File: config.mk
export PLATFORM = sky130hd
export DESIGN_NAME = user_io_debounce
export DESIGN_NICKNAME = d
export VERILOG_FILES = /design/src/rtl/user_io_debounce_pkg.sv /design/src/rtl/user_io_debounce_ch.sv /design/src/rtl/user_io_debounce.sv
export SDC_FILE = /design/constraint.sdc
export NUM_CORES = 1
export LEC_CHECK = 0
export BUFFER_PORTS_ARGS = -buffer_cell sky130_fd_sc_hd__buf_2
export CORE_MARGIN = 1
export CORE_UTILIZATION = 29
export CTS_BUF_LIST = sky130_fd_sc_hd__clkbuf_4
export DETAILED_ROUTE_END_ITERATION = 8
export GPL_TIMING_DRIVEN = 1
export HOLD_SLACK_MARGIN = 0.05
export MAX_ROUTING_LAYER = met4
export PLACE_DENSITY = 0.54
export SETUP_SLACK_MARGIN = 0.02
export SLEW_MARGIN = 10
export SYNTH_ARGS = -nofsm -noshare
export SYNTH_HDL_FRONTEND = slang
export SYNTH_SLANG_ARGS = --single-unit
File: constraint.sdc
create_clock -name clk -period 1.74 [get_ports clk]
set_input_delay 0 -clock clk [delete_from_list [all_inputs] [get_ports clk]]
set_output_delay 0 -clock clk [all_outputs]
set_load 0.05 [all_outputs]
File: src/rtl/user_io_debounce_pkg.sv
// -----------------------------------------------------------------------------
// user_io_debounce_pkg
// Shared constants, types and parameter range checks for the user IO input
// conditioning block (synchronizer + debouncer + edge events).
//   USER_IO_N_CH      : user IO pin count. The IO pad stage uses the same value,
//                       so the two widths stay locked together.
//   DB_LIMIT_DEFAULT  : default number of consecutive differing samples needed
//                       before a new level is accepted.
//   ch_out_t          : per-channel debouncer result (level, rise, fall).
//   *_legal()         : range checks used for elaboration-time assertions.
// -----------------------------------------------------------------------------
package user_io_debounce_pkg;

    localparam int USER_IO_N_CH     = 20;
    localparam int DB_LIMIT_DEFAULT = 1000;
    localparam int SYNC_STAGES_MIN  = 2;
    localparam int SYNC_STAGES_MAX  = 4;

    typedef struct packed {
        logic level;
        logic rise;
        logic fall;
    } ch_out_t;

    function automatic bit sync_stages_legal(input int stages);
        return (stages >= SYNC_STAGES_MIN) && (stages <= SYNC_STAGES_MAX);
    endfunction

    // The limit must fit the counter: the highest count ever held is limit-1.
    function automatic bit db_limit_legal(input int limit, input int width);
        return (limit >= 1) && (longint'(limit) <= ((longint'(1) << width) - 1));
    endfunction

endpackage

File: src/rtl/user_io_debounce_ch.sv
// -----------------------------------------------------------------------------
// user_io_debounce_ch
// One input channel: SYNC_STAGES-deep synchronizer, counter-based debouncer
// and one-cycle rise/fall pulse generation.
//   clk     : fabric clock
//   rst     : synchronous reset, active-high
//   pin_in  : raw pin level, asynchronous to clk
//   ch_out  : registered debounced level plus rise/fall pulses
// -----------------------------------------------------------------------------
module user_io_debounce_ch
    import user_io_debounce_pkg::*;
#(
    parameter int SYNC_STAGES = 2,
    parameter int DB_WIDTH    = 16,
    parameter int DB_LIMIT    = DB_LIMIT_DEFAULT
) (
    input  logic    clk,
    input  logic    rst,
    input  logic    pin_in,
    output ch_out_t ch_out
);

    localparam logic [DB_WIDTH-1:0] CNT_LAST = DB_WIDTH'(DB_LIMIT - 1);

    logic [SYNC_STAGES-1:0] sync_q, sync_d;
    logic [DB_WIDTH-1:0]    cnt_q, cnt_d;
    logic                   level_q, level_d;
    logic                   rise_q, rise_d;
    logic                   fall_q, fall_d;
    logic                   sync;

    assign sync = sync_q[SYNC_STAGES-1];

    always_comb begin
        sync_d  = {sync_q[SYNC_STAGES-2:0], pin_in};
        cnt_d   = cnt_q;
        level_d = level_q;
        rise_d  = 1'b0;
        fall_d  = 1'b0;
        if (sync == level_q) begin
            // Back to the accepted level: discard any partial count so that
            // short glitches never accumulate.
            cnt_d = '0;
        end else if (cnt_q == CNT_LAST) begin
            level_d = sync;
            cnt_d   = '0;
            rise_d  = sync;
            fall_d  = ~sync;
        end else begin
            cnt_d = cnt_q + DB_WIDTH'(1);
        end
    end

    always_ff @(posedge clk) begin
        if (rst) begin
            sync_q  <= '0;
            cnt_q   <= '0;
            level_q <= 1'b0;
            rise_q  <= 1'b0;
            fall_q  <= 1'b0;
        end else begin
            sync_q  <= sync_d;
            cnt_q   <= cnt_d;
            level_q <= level_d;
            rise_q  <= rise_d;
            fall_q  <= fall_d;
        end
    end

    always_comb begin
        ch_out       = '0;
        ch_out.level = level_q;
        ch_out.rise  = rise_q;
        ch_out.fall  = fall_q;
    end

endmodule

File: src/rtl/user_io_debounce.sv
// -----------------------------------------------------------------------------
// user_io_debounce
// Conditions the user input pins coming out of the IO pad stage before fabric
// logic uses them: per-channel synchronizer/debouncer/edge pulses, sticky
// per-channel edge flags with write-one-to-clear, and one aggregate irq.
//   clk        : fabric clock
//   rst        : synchronous reset, active-high
//   pin_in     : raw pin levels (asynchronous)
//   evt_clr    : write-one-to-clear mask for evt_sticky, sampled every cycle
//   level_out  : debounced levels
//   rise_pulse : one-cycle pulse on an accepted 0->1 transition
//   fall_pulse : one-cycle pulse on an accepted 1->0 transition
//   evt_sticky : latched "edge seen" flag per channel
//   irq        : registered OR of evt_sticky
// -----------------------------------------------------------------------------
module user_io_debounce
    import user_io_debounce_pkg::*;
#(
    parameter int N_CH        = USER_IO_N_CH,
    parameter int SYNC_STAGES = 2,
    parameter int DB_WIDTH    = 16,
    parameter int DB_LIMIT    = DB_LIMIT_DEFAULT
) (
    input  logic            clk,
    input  logic            rst,
    input  logic [N_CH-1:0] pin_in,
    input  logic [N_CH-1:0] evt_clr,
    output logic [N_CH-1:0] level_out,
    output logic [N_CH-1:0] rise_pulse,
    output logic [N_CH-1:0] fall_pulse,
    output logic [N_CH-1:0] evt_sticky,
    output logic            irq
);

    if (!sync_stages_legal(SYNC_STAGES)) begin : g_bad_sync_stages
        $error("user_io_debounce: SYNC_STAGES out of range 2..4");
    end
    if (!db_limit_legal(DB_LIMIT, DB_WIDTH)) begin : g_bad_db_limit
        $error("user_io_debounce: DB_LIMIT out of range 1..2^DB_WIDTH-1");
    end

    ch_out_t ch_out [N_CH];

    for (genvar gi = 0; gi < N_CH; gi++) begin : g_ch
        user_io_debounce_ch #(
            .SYNC_STAGES (SYNC_STAGES),
            .DB_WIDTH    (DB_WIDTH),
            .DB_LIMIT    (DB_LIMIT)
        ) u_ch (
            .clk    (clk),
            .rst    (rst),
            .pin_in (pin_in[gi]),
            .ch_out (ch_out[gi])
        );
        assign level_out[gi]  = ch_out[gi].level;
        assign rise_pulse[gi] = ch_out[gi].rise;
        assign fall_pulse[gi] = ch_out[gi].fall;
    end

    logic [N_CH-1:0] evt_sticky_q, evt_sticky_d;
    logic            irq_q, irq_d;

    always_comb begin
        // New edges are OR'd in after the clear, so a same-cycle set wins.
        evt_sticky_d = (evt_sticky_q & ~evt_clr) | rise_pulse | fall_pulse;
        irq_d        = |evt_sticky_q;
    end

    always_ff @(posedge clk) begin
        if (rst) begin
            evt_sticky_q <= '0;
            irq_q        <= 1'b0;
        end else begin
            evt_sticky_q <= evt_sticky_d;
            irq_q        <= irq_d;
        end
    end

    assign evt_sticky = evt_sticky_q;
    assign irq        = irq_q;

endmodule

Yosys cells after proc, flatten, opt, wreduce, memory -nomap -nowiden
Index checks and enable logic that the tools add are counted.
Word-level totals
  bits in registers: 441
  input port bits: 42
Cells by class
  $add $sub $neg: 20
  equality and inequality tests: 40
  bitwise operators: 64
  reduce and logical (&&, ||, !) cells: 61
Operators with widths (count)
  $add 16x1->16 const B: 20
  $eq 16x10->1 const B: 20
  $reduce_or 3->1: 40
  $not 1->1: 60
  $or 20x20->20: 2
  $reduce_and 2->1: 20
  $and 20x20->20: 1
  $eq 1x1->1: 20
  $not 20->20: 1
  $reduce_or 20->1: 1

Depth between registers and ports, before layout
Gate-level depths: netlist of the first run.
  word-level depth: 4
  gate-level depth with buffers: 7
  gate-level depth less buffers: 5

Hierarchy
From an unflattened synthesis of the first run, not the netlist that was laid out.
Unflattened totals
  cell total of the unflattened synthesis: 2105
  area total of the unflattened synthesis: 19306.0 um^2
Modules (own cells, without submodules)
  user_io_debounce_ch at g_ch[0].u_ch ...: instances 19, cells an instance 101, area each 928.4 um^2, sequential area each 420.4 um^2
  user_io_debounce_ch at g_ch[9].u_ch: instances 1, cells an instance 96, area each 888.4 um^2, sequential area each 420.4 um^2
  user_io_debounce: instances 1, cells an instance 90, area each 778.2 um^2, sequential area each 420.4 um^2

Worst setup path before layout of the first run
Ideal clock, no wire load.
  path kind: reg-to-reg
  from: reg g_ch[3].u_ch.cnt_q[12]
  to: reg g_ch[3].u_ch.cnt_q[9]
  setup time: 115 ps
  data arrival time: 1748 ps
  path slack: -123 ps
  stages on the path, launching flop included: 7
  path through: dfxtp_1 or4_1 or4_1 buf_2 nand2_4 buf_12 nor2_2
On the way
  longest elaborated chain between the ends: 2
RTL lines
  from (decl): RTL line user_io_debounce_ch.sv:26  | logic [DB_WIDTH-1:0] cnt_q, cnt_d;
  from (signal assigned): RTL line user_io_debounce_ch.sv:63  | cnt_q <= cnt_d;
  $eq 16x10->1: RTL line user_io_debounce_ch.sv:44  | end else if (cnt_q == CNT_LAST) begin
  $reduce_or 3->1 (no source line)
Every way passes these cells.
A chain may end at the register's enable or synchronous reset.

Worst setup path in the final report of the first run
  from: reg g_ch[10].u_ch.cnt_q[4]
  to: reg g_ch[10].u_ch.level_q
On the way
  longest elaborated chain between the ends: 2
RTL lines
  from (decl): RTL line user_io_debounce_ch.sv:26
  from (signal assigned): RTL line user_io_debounce_ch.sv:63
  $eq 16x10->1: RTL line user_io_debounce_ch.sv:44
  $reduce_and 2->1 (no source line)
  to (signal assigned): RTL line user_io_debounce_ch.sv:64  | level_q <= level_d;
  to (decl): RTL line user_io_debounce_ch.sv:27  | logic level_q, level_d;
Every way passes these cells.

==> impl_metrics.tcl, run 1 <==
set metrics [dict create \
    tns_ns -3.61 \
    fin_crit_ns 1.83 \
    fill_cells 6340 \
    crit_chain "or4_4 -> or4_4 -> mux2i_1 -> nor2_1" \
    yosys_warnings 0 \
    max_slew_margin_pct 48.2 \
    synth_seq_cells 441 \
    p_per_area_nw_per_um2 788 \
    finalWorstSetupSlack_ns -0.0937 \
    yosys.area.top_type_share_pct 47.7 \
    crit_top_cell "or4_4" \
    intPower_uw 14900 \
    vias 15700 \
    crit_path_max_incr_delay_ns 0.64 \
    cts.sinks 441 \
    place_area_um2 21100 \
    grt_usage_pct 14.0 \
    sw_frac_of_total_pct 23.9 \
    grt_pass1_vias 15600 \
    synth_top_cells_by_area "dfxtp_1, xnor2_1, nor2_1, xor2_1, nand4_1" \
    cp_top_family "simple AND/OR/NAND/NOR gates" \
    cts_tree "done" \
    crit_slowest_cell "or4_4" \
    place.gp.congestion 0.838 \
    violations "negative setup slack" \
    syn_inst 2026 \
    worst_pin_slew_ns 0.774 \
    dpl.hpwl_um 28400 \
    vias_per_cell 4.58 \
    finalClockSkew_ns 0.0532 \
    io_pins 123 \
    status "finished with violations" \
    path_class "flop to flop" \
    drtIter0Drc 552 \
    path_buf_inv 0 \
    stdcell_count 3439 \
    dieArea_um2 64800 \
    p_leak_uw 0.00868 \
    drv_slew 0 \
    die_h_um 255 \
    finish.utilization_pct 39.3 \
    start_util_pct 29.3 \
    ys_seq_area_share_pct 47.7 \
    portBuffers 122 \
    dr.pass1.iters 5 \
    yosysTopAreaCell "dfxtp_1" \
    grt_start_max_net_pins 55 \
    layout_commonest_cell "dfxtp_1" \
    rsz0062_at_grt "yes" \
    clk_latency_ns 0.87 \
    timing.fmax_mhz 545 \
    cts_root_buf "clkbuf_4" \
    fin_total_pwr_uw 19500 \
    drcViolationCount 0 \
    routed_wl_um 45200 \
    arrival_ns 2.56 \
    wl_per_cell_um 13.1 \
    crit_path_start_kind "flop" \
    antenna_left 0 \
    htree_levels 3 \
    place_inst 3078 \
    core_um2 63100 \
    hold_violations 0 \
    pwr-share-comb_pct 3.0 \
    seqPwrFrac_pct 52.2 \
    numCtsBuffers 117 \
    grt_pass1_wl_um 73200 \
    clkPwrFrac_pct 44.8 \
    syn_area_per_cell_um2 9.13 \
    synth_area_um2 18500 \
    synth_fp_nets 2088 \
    grt_overflow 0 \
    area_growth_pct 34.0 \
    fin_area_um2 24800 \
    crit_required_ns 2.47 \
    num_rows 92 \
    endpoint_kind "flop" \
    die_x_um 255 \
    vdd_drop_max_mv 0.519 \
    num-nets-final 2561 \
    holdCritPathClass "flop to flop" \
    clockBufferDepth 3 \
    final_cell_mix "dfxtp_1, nor2_1, buf_4" \
    switchingPower_uw 4660 \
    synthDistinctLibCells 48 \
    crit_fanout 6 \
    maxCapViolations 0 \
    clkTransAtPathRegs_ns 0.06 \
    antenna_found_initial 2 \
    finalSetupViolCount 87 \
    min_period_over_period_pct 105 \
    drive_gt1_share_pct 27.7 \
]
-- metal layers --
| layer | wire (um) | vias to the layer above | GRT usage [%] |
|---|---|---|---|
| li1 | - | 7948 | - |
| met1 | 21300 | 7368 | 17.4 |
| met2 | 20700 | 340 | 22.1 |
| met3 | 2280 | 79 | 3.44 |
| met4 | 864 | 0 | 5.18 |
| met5 | 0 | - | - |
-- stage by stage --
stage	hold slack (ns)	setup slack [ns]
2_1_floorplan	0.128	-0.0977
3_3_place_gp	0.211	-0.162
3_5_place_dp	0.217	-0.202
4_1_cts	0.440	-0.0593
5_1_grt	0.443	-0.127
6_report	0.418	-0.0937
-- worst paths after layout --
kind,start,end,slack (ns),cells after the start
worst max-delay path,g_ch[10].u_ch.cnt_q[4],g_ch[10].u_ch.level_q,-0.09,4
worst min-delay path,g_ch[0].u_ch.cnt_q[0],g_ch[0].u_ch.cnt_q[0],0.42,1
worst max register to register,g_ch[10].u_ch.cnt_q[4],g_ch[10].u_ch.level_q,-0.09,4
worst min register to register,g_ch[0].u_ch.cnt_q[0],g_ch[0].u_ch.cnt_q[0],0.42,1
-- cells in the mapped netlist, drive strengths merged --
library cell,count
a211o,3
nor2,394
nand2b,43
and4,17
nor4b,18
nand4bb,1
nor3,67
xor2,86
or3,8
or4,45
a21o,2
mux2i,20
buf,91
a31o,1
nand4b,5
nor4,88
and3,18
nor2b,40
nor3b,5
inv,39
dfxtp,441
or2,9
ha,20
nand4,92
or4b,1
nor4bb,4
a21oi,34
or3b,2
nand3,104
clkbuf,25
o21ai,6
a31oi,1
xnor2,195
nand2,86
o31ai,7
and2,8
-- cell type report --
type / count / area (um2) / area share (%)
well taps: 846 / 1060 / 4.27
diodes: 4 / 10.0 / 0.0404
flip-flops and latches: 441 / 8880 / 35.8
inverters: 39 / 146 / 0.591
repair buffers: 463 / 3700 / 14.9
clock inverters: 50 / 239 / 0.964
multi-input cells: 1437 / 9550 / 38.5
clock buffers: 159 / 1190 / 4.82
-- state kept, by name, indices dropped and copies added (netlist names) --
name	flops
evt_sticky	20
g_ch.u_ch.cnt_q	320
g_ch.u_ch.fall_q	20
g_ch.u_ch.level_q	20
g_ch.u_ch.rise_q	20
g_ch.u_ch.sync_q	40
irq	1
-- power groups by stage --
stage                     sequential (uW)  clock, uW  combinational (uW)
after floorplan                     10400          0                 188
after global placement              10400          0                 306
after detailed placement            10400          0                 312
after CTS                           10200       9220                 520
after global routing                10200       9760                 631
final                               10200       8760                 585
-- what timing repair did --
item / 4_1_cts / 5_1_grt
pin swaps: 20 / 50
resized for setup: 38 / 154
hold buffers: 128 / 0
gates cloned: 5 / 4
setup buffers: 0 / 11
endpoints found under the hold margin: 312 / 0
endpoints found under the setup margin: 176 / 264
-- cell families (layout without fill, tap and decap cells) --
kind of cell / Yosys count / after routing / synth area share (%)
AOI/OAI and AO/OA: 54 / 54 / 1.68
xor gates and xnor gates: 281 / 281 / 13.3
adders and majority gates: 20 / 20 / 1.35
buffers and inverters: 155 / 711 / 4.94
DFF: 441 / 441 / 47.7
muxes: 20 / 20 / 1.08
other: 0 / 4 / 0
and+or+nand+nor: 1055 / 1062 / 29.9
No activity file was read; power rests on OpenSTA's default activity.
==> run 2, diff against run 1 <==
--- a/config.mk
+++ b/config.mk
@@ -5,16 +5,17 @@
 export SDC_FILE = /design/constraint.sdc
 export NUM_CORES = 1
 export LEC_CHECK = 0
+export ABC_AREA = 1
 export BUFFER_PORTS_ARGS = -buffer_cell sky130_fd_sc_hd__buf_2
 export CORE_MARGIN = 1
 export CORE_UTILIZATION = 29
 export CTS_BUF_LIST = sky130_fd_sc_hd__clkbuf_4
 export DETAILED_ROUTE_END_ITERATION = 8
-export GPL_TIMING_DRIVEN = 1
+export GPL_TIMING_DRIVEN = 0
 export HOLD_SLACK_MARGIN = 0.05
 export MAX_ROUTING_LAYER = met4
 export PLACE_DENSITY = 0.54
-export SETUP_SLACK_MARGIN = 0.02
+export SETUP_SLACK_MARGIN = 0.05
 export SLEW_MARGIN = 10
 export SYNTH_ARGS = -nofsm -noshare
 export SYNTH_HDL_FRONTEND = slang
==> impl_metrics.tcl, run 2 <==
set metrics [dict create \
    drtIter0Drc 929 \
    arrival_ns 1.58 \
    antenna_found_initial 4 \
    hold_end "g_ch[5].u_ch.cnt_q[12]" \
    synth_seq_cells 441 \
    crit_required_ns 1.74 \
    r2r-end "g_ch[3].u_ch.cnt_q[0]" \
    timing.fmax_mhz 634 \
    dieArea_um2 72700 \
    synth_area_um2 20800 \
    fin_crit_ns 1.58 \
    fill_cells 7608 \
    antenna_left 0 \
    cp_top_family "flip-flops" \
    endpoint_kind "output port" \
    p_per_area_nw_per_um2 799 \
    grt_start_max_net_pins 17 \
    layout_commonest_cell "nand2_1" \
    fin_area_um2 25700 \
    grt_overflow 0 \
    async_flop_share_pct 0 \
    io_pins 123 \
    cts.sinks 441 \
    drv_slew 0 \
    hold_slack_ns 0.0995 \
    clk_latency_ns 0.93 \
    drcViolationCount 0 \
    place_area_um2 22600 \
    clkTransAtPathRegs_ns 0.06 \
    largest_reg_flops 320 \
    cts_tree "done" \
    grt_usage_pct 15.2 \
    worstHoldPathCells 10 \
    portBuffers 121 \
    yosys_warnings 0 \
    vdd_drop_max_mv 0.509 \
    path_class "flop to output port" \
    area_growth_pct 23.5 \
    crit_path_max_incr_delay_ns 0.36 \
    synth_fp_nets 3092 \
    synthDistinctLibCells 33 \
    drive_gt1_share_pct 15.8 \
    clockBufferDepth 3 \
    yosys.area.top_type_share_pct 42.5 \
    place_inst 4091 \
    yosysTopAreaCell "dfxtp_1" \
    crit_chain "buf_6 -> buf_8" \
    core_um2 70500 \
    ys_seq_area_share_pct 42.5 \
    syn_area_per_cell_um2 6.86 \
    path_buf_inv 2 \
    finish.utilization_pct 36.4 \
    rr_startpoint "g_ch[3].u_ch.cnt_q[0]" \
    finalSetupViolCount 0 \
    maxCapViolations 0 \
    synth_ff_type "dfxtp_1" \
    final_cell_mix "nand2_1, nor2_1, inv_1" \
    crit_slowest_cell "dfxtp_2" \
    numCtsBuffers 131 \
    synth-edff-count 0 \
    vias_per_cell 4.23 \
    start_util_pct 29.5 \
    grt_pass1_vias 17500 \
    p_leak_uw 0.0100 \
    reg2regPathDepth 9 \
    num-nets-final 3442 \
    largestRegisters "g_ch.u_ch.cnt_q x320, g_ch.u_ch.sync_q x40" \
    place.gp.congestion 0.842 \
    hold_violations 0 \
    r2r_setup_slack_ns 0.19 \
    vias 18700 \
    grt_pass1_wl_um 86800 \
    stdcell_count 4407 \
    rsz0062_at_grt "yes" \
    fin_total_pwr_uw 20500 \
    worst_pin_slew_ns 1.26 \
    routed_wl_um 52600 \
    regMostFlops "g_ch.u_ch.cnt_q" \
    crit_path_start_kind "flop" \
    dr.pass1.iters 6 \
    synth_top_cells_by_area "dfxtp_1, nand2_1, nor2_1, inv_1, nand3_1" \
    min_period_over_period_pct 90.6 \
    wl_per_cell_um 11.9 \
    die_x_um 270 \
    die_h_um 270 \
    dpl.hpwl_um 36400 \
    finalClockSkew_ns 0.0522 \
    num_rows 97 \
    cts_root_buf "clkbuf_4" \
    status "finished, final reports clean" \
    htree_levels 4 \
    synth_common_cells "nand2_1, nor2_1, dfxtp_1" \
    crit_fanout 4 \
    max_slew_margin_pct 15.9 \
    synthMostInstantiatedCell "nand2_1" \
    syn_inst 3030 \
    holdCritPathClass "input port to flop" \
    min_from "rst" \
]
[run 2: report_power, final]
group          switching (uW)  leakage [uW]  internal, uW
clock                    4490      0.000955          5250
sequential               35.6       0.00358         10200
combinational             309       0.00547           271
[run 2: worst max path at each step]
| stage | from | to | slack [ns] | cells past startpoint |
|---|---|---|---|---|
| final | g_ch[4].u_ch.level_q | level_out[4] | 0.16 | 2 |
| after global routing | g_ch[3].u_ch.cnt_q[0] | g_ch[3].u_ch.cnt_q[1] | 0.03 | 9 |
| after CTS | g_ch[4].u_ch.level_q | level_out[4] | 0.03 | 2 |
| after detailed placement | rst | g_ch[7].u_ch.sync_q[0] | -0.46 | 4 |
| after global placement | rst | g_ch[9].u_ch.sync_q[0] | -0.76 | 4 |
| after floorplan | g_ch[10].u_ch.cnt_q[0] | g_ch[10].u_ch.cnt_q[10] | 0.40 | 9 |
[run 2: logic make-up after synthesis]
logic type               synth area share, %
flip-flops                              42.5
buffers and inverters                   11.2
AND/OR/NAND/NOR                         35.6
AO/OA/AOI/OAI                           4.71
adder cells (fa/ha/maj)                 1.20
XOR/XNOR                                4.81
[run 2: metrics by stage]
stage / setup slack, ns / TNS, ns
CTS: 0.0264 / 0
global route: 0.0330 / 0
finish: 0.163 / 0
global placement: -0.758 / -14.59
floorplan: 0.402 / 0
detailed placement: -0.463 / -7.63
[run 2: repair_timing]
item | 4_1_cts | 5_1_grt
setup buffers | 7 | 0
cloned | 0 | 0
endpoints found under the hold margin | 349 | 1
endpoints found under the setup margin | 67 | 142
resized for setup | 149 | 24
hold buffers | 94 | 1
[run 2: area by class of cell]
cell class                      instances  area [um2]  share of cell area, %
Timing Repair Buffer                  222        2020                   7.88
Antenna cell                            6        15.0                 0.0585
Sequential cell                       441        8870                   34.5
Buffer                                 86         693                   2.70
Inverter                              428        1610                   6.26
Tap cell                              940        1180                   4.58
Clock buffer                          183        1370                   5.35
Multi-Input combinational cell       2070        9700                   37.8
Clock inverter                         31         211                  0.824
[run 2: worst reg2reg max path, stage by stage, from the launching register on]
cell	delay, ns
dfxtp_1	0.38
ha_1	0.23
nand2_1	0.08
inv_1	0.08
nand2_1	0.05
nor2_1	0.18
nand2_1	0.12
nand2_4	0.12
buf_6	0.16
nor2_1	0.05
[run 2: routing by layer]
layer / vias to the layer above / global-route usage, % / wire length (um)
li1: 10100 / - / -
met1: 8153 / 19.1 / 25800
met2: 299 / 23.3 / 23200
met3: 105 / 3.70 / 2400
met4: 0 / 6.09 / 1200
met5: - / - / 0
==> run 3, diff against run 2 <==
--- a/config.mk
+++ b/config.mk
@@ -6,15 +6,15 @@
 export NUM_CORES = 1
 export LEC_CHECK = 0
 export ABC_AREA = 1
-export BUFFER_PORTS_ARGS = -buffer_cell sky130_fd_sc_hd__buf_2
 export CORE_MARGIN = 1
 export CORE_UTILIZATION = 29
 export CTS_BUF_LIST = sky130_fd_sc_hd__clkbuf_4
 export DETAILED_ROUTE_END_ITERATION = 8
+export DONT_BUFFER_PORTS = 1
 export GPL_TIMING_DRIVEN = 0
 export HOLD_SLACK_MARGIN = 0.05
 export MAX_ROUTING_LAYER = met4
-export PLACE_DENSITY = 0.54
+export PLACE_DENSITY = 0.51
 export SETUP_SLACK_MARGIN = 0.05
 export SLEW_MARGIN = 10
 export SYNTH_ARGS = -nofsm -noshare
==> constraint.sdc (replaced) <==
create_clock -name clk -period 1.7 [get_ports clk]
set_input_delay 0 -clock clk [delete_from_list [all_inputs] [get_ports clk]]
set_output_delay 0 -clock clk [all_outputs]
set_load 0.05 [all_outputs]
==> impl_metrics.tcl, run 3 (synthesized netlist as in run 2, its figures left out) <==
set metrics [dict create \
    rr_startpoint "evt_sticky[15]" \
    max_slew_margin_pct 25.8 \
    hold_violations 0 \
    r2r-end "evt_sticky[15]" \
    htree_levels 3 \
    crit_required_ns 2.45 \
    cts_root_buf "clkbuf_4" \
    drv_slew 0 \
    tns_ns 0 \
    clkPwrFrac_pct 46.3 \
    crit_fanout 2 \
    wl_per_cell_um 11.9 \
    place.gp.congestion 0.846 \
    worstHoldPathCells 5 \
    p_leak_uw 0.00934 \
    routed_wl_um 51200 \
    grt_pass1_wl_um 83500 \
    status "finished, final reports clean" \
    p_per_area_nw_per_um2 825 \
    drtIter0Drc 826 \
    place_ws_ns -0.301 \
    core_um2 70500 \
    largestRegisters "g_ch.u_ch.cnt_q x320, g_ch.u_ch.sync_q x40" \
    layout_commonest_cell "nand2_1" \
    cts.sinks 441 \
    rsz0062_at_grt "yes" \
    path_class "flop to flop" \
    finalClockSkew_ns 0.0637 \
    reg2regPathDepth 5 \
    num-nets-final 3317 \
    regMostFlops "g_ch.u_ch.cnt_q" \
    io_pins 123 \
    largest_reg_flops 320 \
    num_rows 97 \
    final_cell_mix "nand2_1, nor2_1, inv_1" \
    place_area_um2 22000 \
    crit_path_start_kind "flop" \
    clk_latency_ns 0.91 \
    finish.utilization_pct 35.0 \
    vias_per_cell 4.26 \
    grt_start_max_net_pins 18 \
    vias 18300 \
    r2r_setup_slack_ns 0.12 \
    switchingPower_uw 4870 \
    numCtsBuffers 121 \
    start_util_pct 29.5 \
    antenna_found_initial 1 \
    arrival_ns 2.33 \
    die_x_um 270 \
    grt_pass1_vias 17000 \
    maxCapViolations 0 \
    area_growth_pct 18.7 \
    clkTransAtPathRegs_ns 0.06 \
    grt_overflow 0 \
    min_from "rst" \
    cts_tree "done" \
    intPower_uw 15500 \
    worst_pin_slew_ns 1.11 \
    die_h_um 270 \
    clockBufferDepth 3 \
    dpl.hpwl_um 36200 \
    finalSetupViolCount 0 \
    seqPwrFrac_pct 51.2 \
    antenna_left 0 \
    sw_frac_of_total_pct 24.0 \
    drive_gt1_share_pct 12.1 \
    fin_area_um2 24700 \
    drcViolationCount 0 \
    portBuffers 0 \
    grt_usage_pct 14.5 \
    finalWorstSetupSlack_ns 0.120 \
    endpoint_kind "flop" \
    vdd_drop_max_mv 0.374 \
    dr.pass1.iters 7 \
    holdCritPathClass "input port to flop" \
    min_period_over_period_pct 92.9 \
    hold_end "g_ch[3].u_ch.fall_q" \
    timing.fmax_mhz 633 \
    fin_crit_ns 1.58 \
    dieArea_um2 72700 \
    pwr-share-comb_pct 2.4 \
]
run 3: worst max path at each step:
stage	end	startpoint
floorplan	g_ch[10].u_ch.cnt_q[10]	g_ch[10].u_ch.cnt_q[0]
global placement	g_ch[5].u_ch.sync_q[1]	rst
detailed placement	evt_sticky[8]	rst
CTS	irq	irq
global route	g_ch[19].u_ch.cnt_q[10]	g_ch[19].u_ch.cnt_q[0]
finish	evt_sticky[15]	evt_sticky[15]
run 3: layer usage:
layer / global-route usage (%) / wire length, um / up-vias
met3: 3.38 / 2680 / 108
met5: - / 0 / -
li1: - / - / 9851
met2: 22.1 / 22100 / 299
met4: 6.28 / 1500 / 0
met1: 18.2 / 24900 / 7994
run 3: power by group through the flow:
stage | Sequential [uW] | Combinational, uW | Clock (uW)
finish | 10400 | 497 | 9420
detailed placement | 10700 | 355 | 0
global placement | 10700 | 355 | 0
CTS | 10400 | 500 | 9950
global route | 10400 | 550 | 10600
floorplan | 10600 | 209 | 0
run 3: final cells by class:
cell class	instances	area (um2)
fillers	7584	45800
multi-input cells	2070	9740
flip-flops and latches	441	8860
inverters	428	1610
clock buffers	170	1280
well taps	940	1180
repair buffers	103	1010
plain buffers	90	766
clock inverters	41	219
diodes	3	7.51
run 3: repair_timing:
item / in CTS / in global routing
hold buffers: 95 / 0
pin swaps: 0 / 4
endpoints found under the setup margin: 41 / 144
buffers inserted: 0 / 8
hold endpoints to repair: 341 / 0
resized for setup: 32 / 39
run 3: worst max-delay path, stage by stage (launching register included):
cell and delay [ns]:
dfxtp_4 0.40, inv_1 0.21, nor2_1 0.07, dlygate4sd3_1 0.56
nor3_1 0.13, nor2_1 0.05
run 3: per-stage QoR:
| stage | cells | power, uW | hold slack (ns) |
|---|---|---|---|
| after floorplan | 3030 | 10900 | 0.107 |
| after global placement | 3970 | 11000 | 0.109 |
| after global routing | 4284 | 21500 | 0.168 |
| final | 4286 | 20300 | 0.201 |
| after CTS | 4276 | 20900 | 0.0952 |
| after detailed placement | 3970 | 11000 | 0.114 |
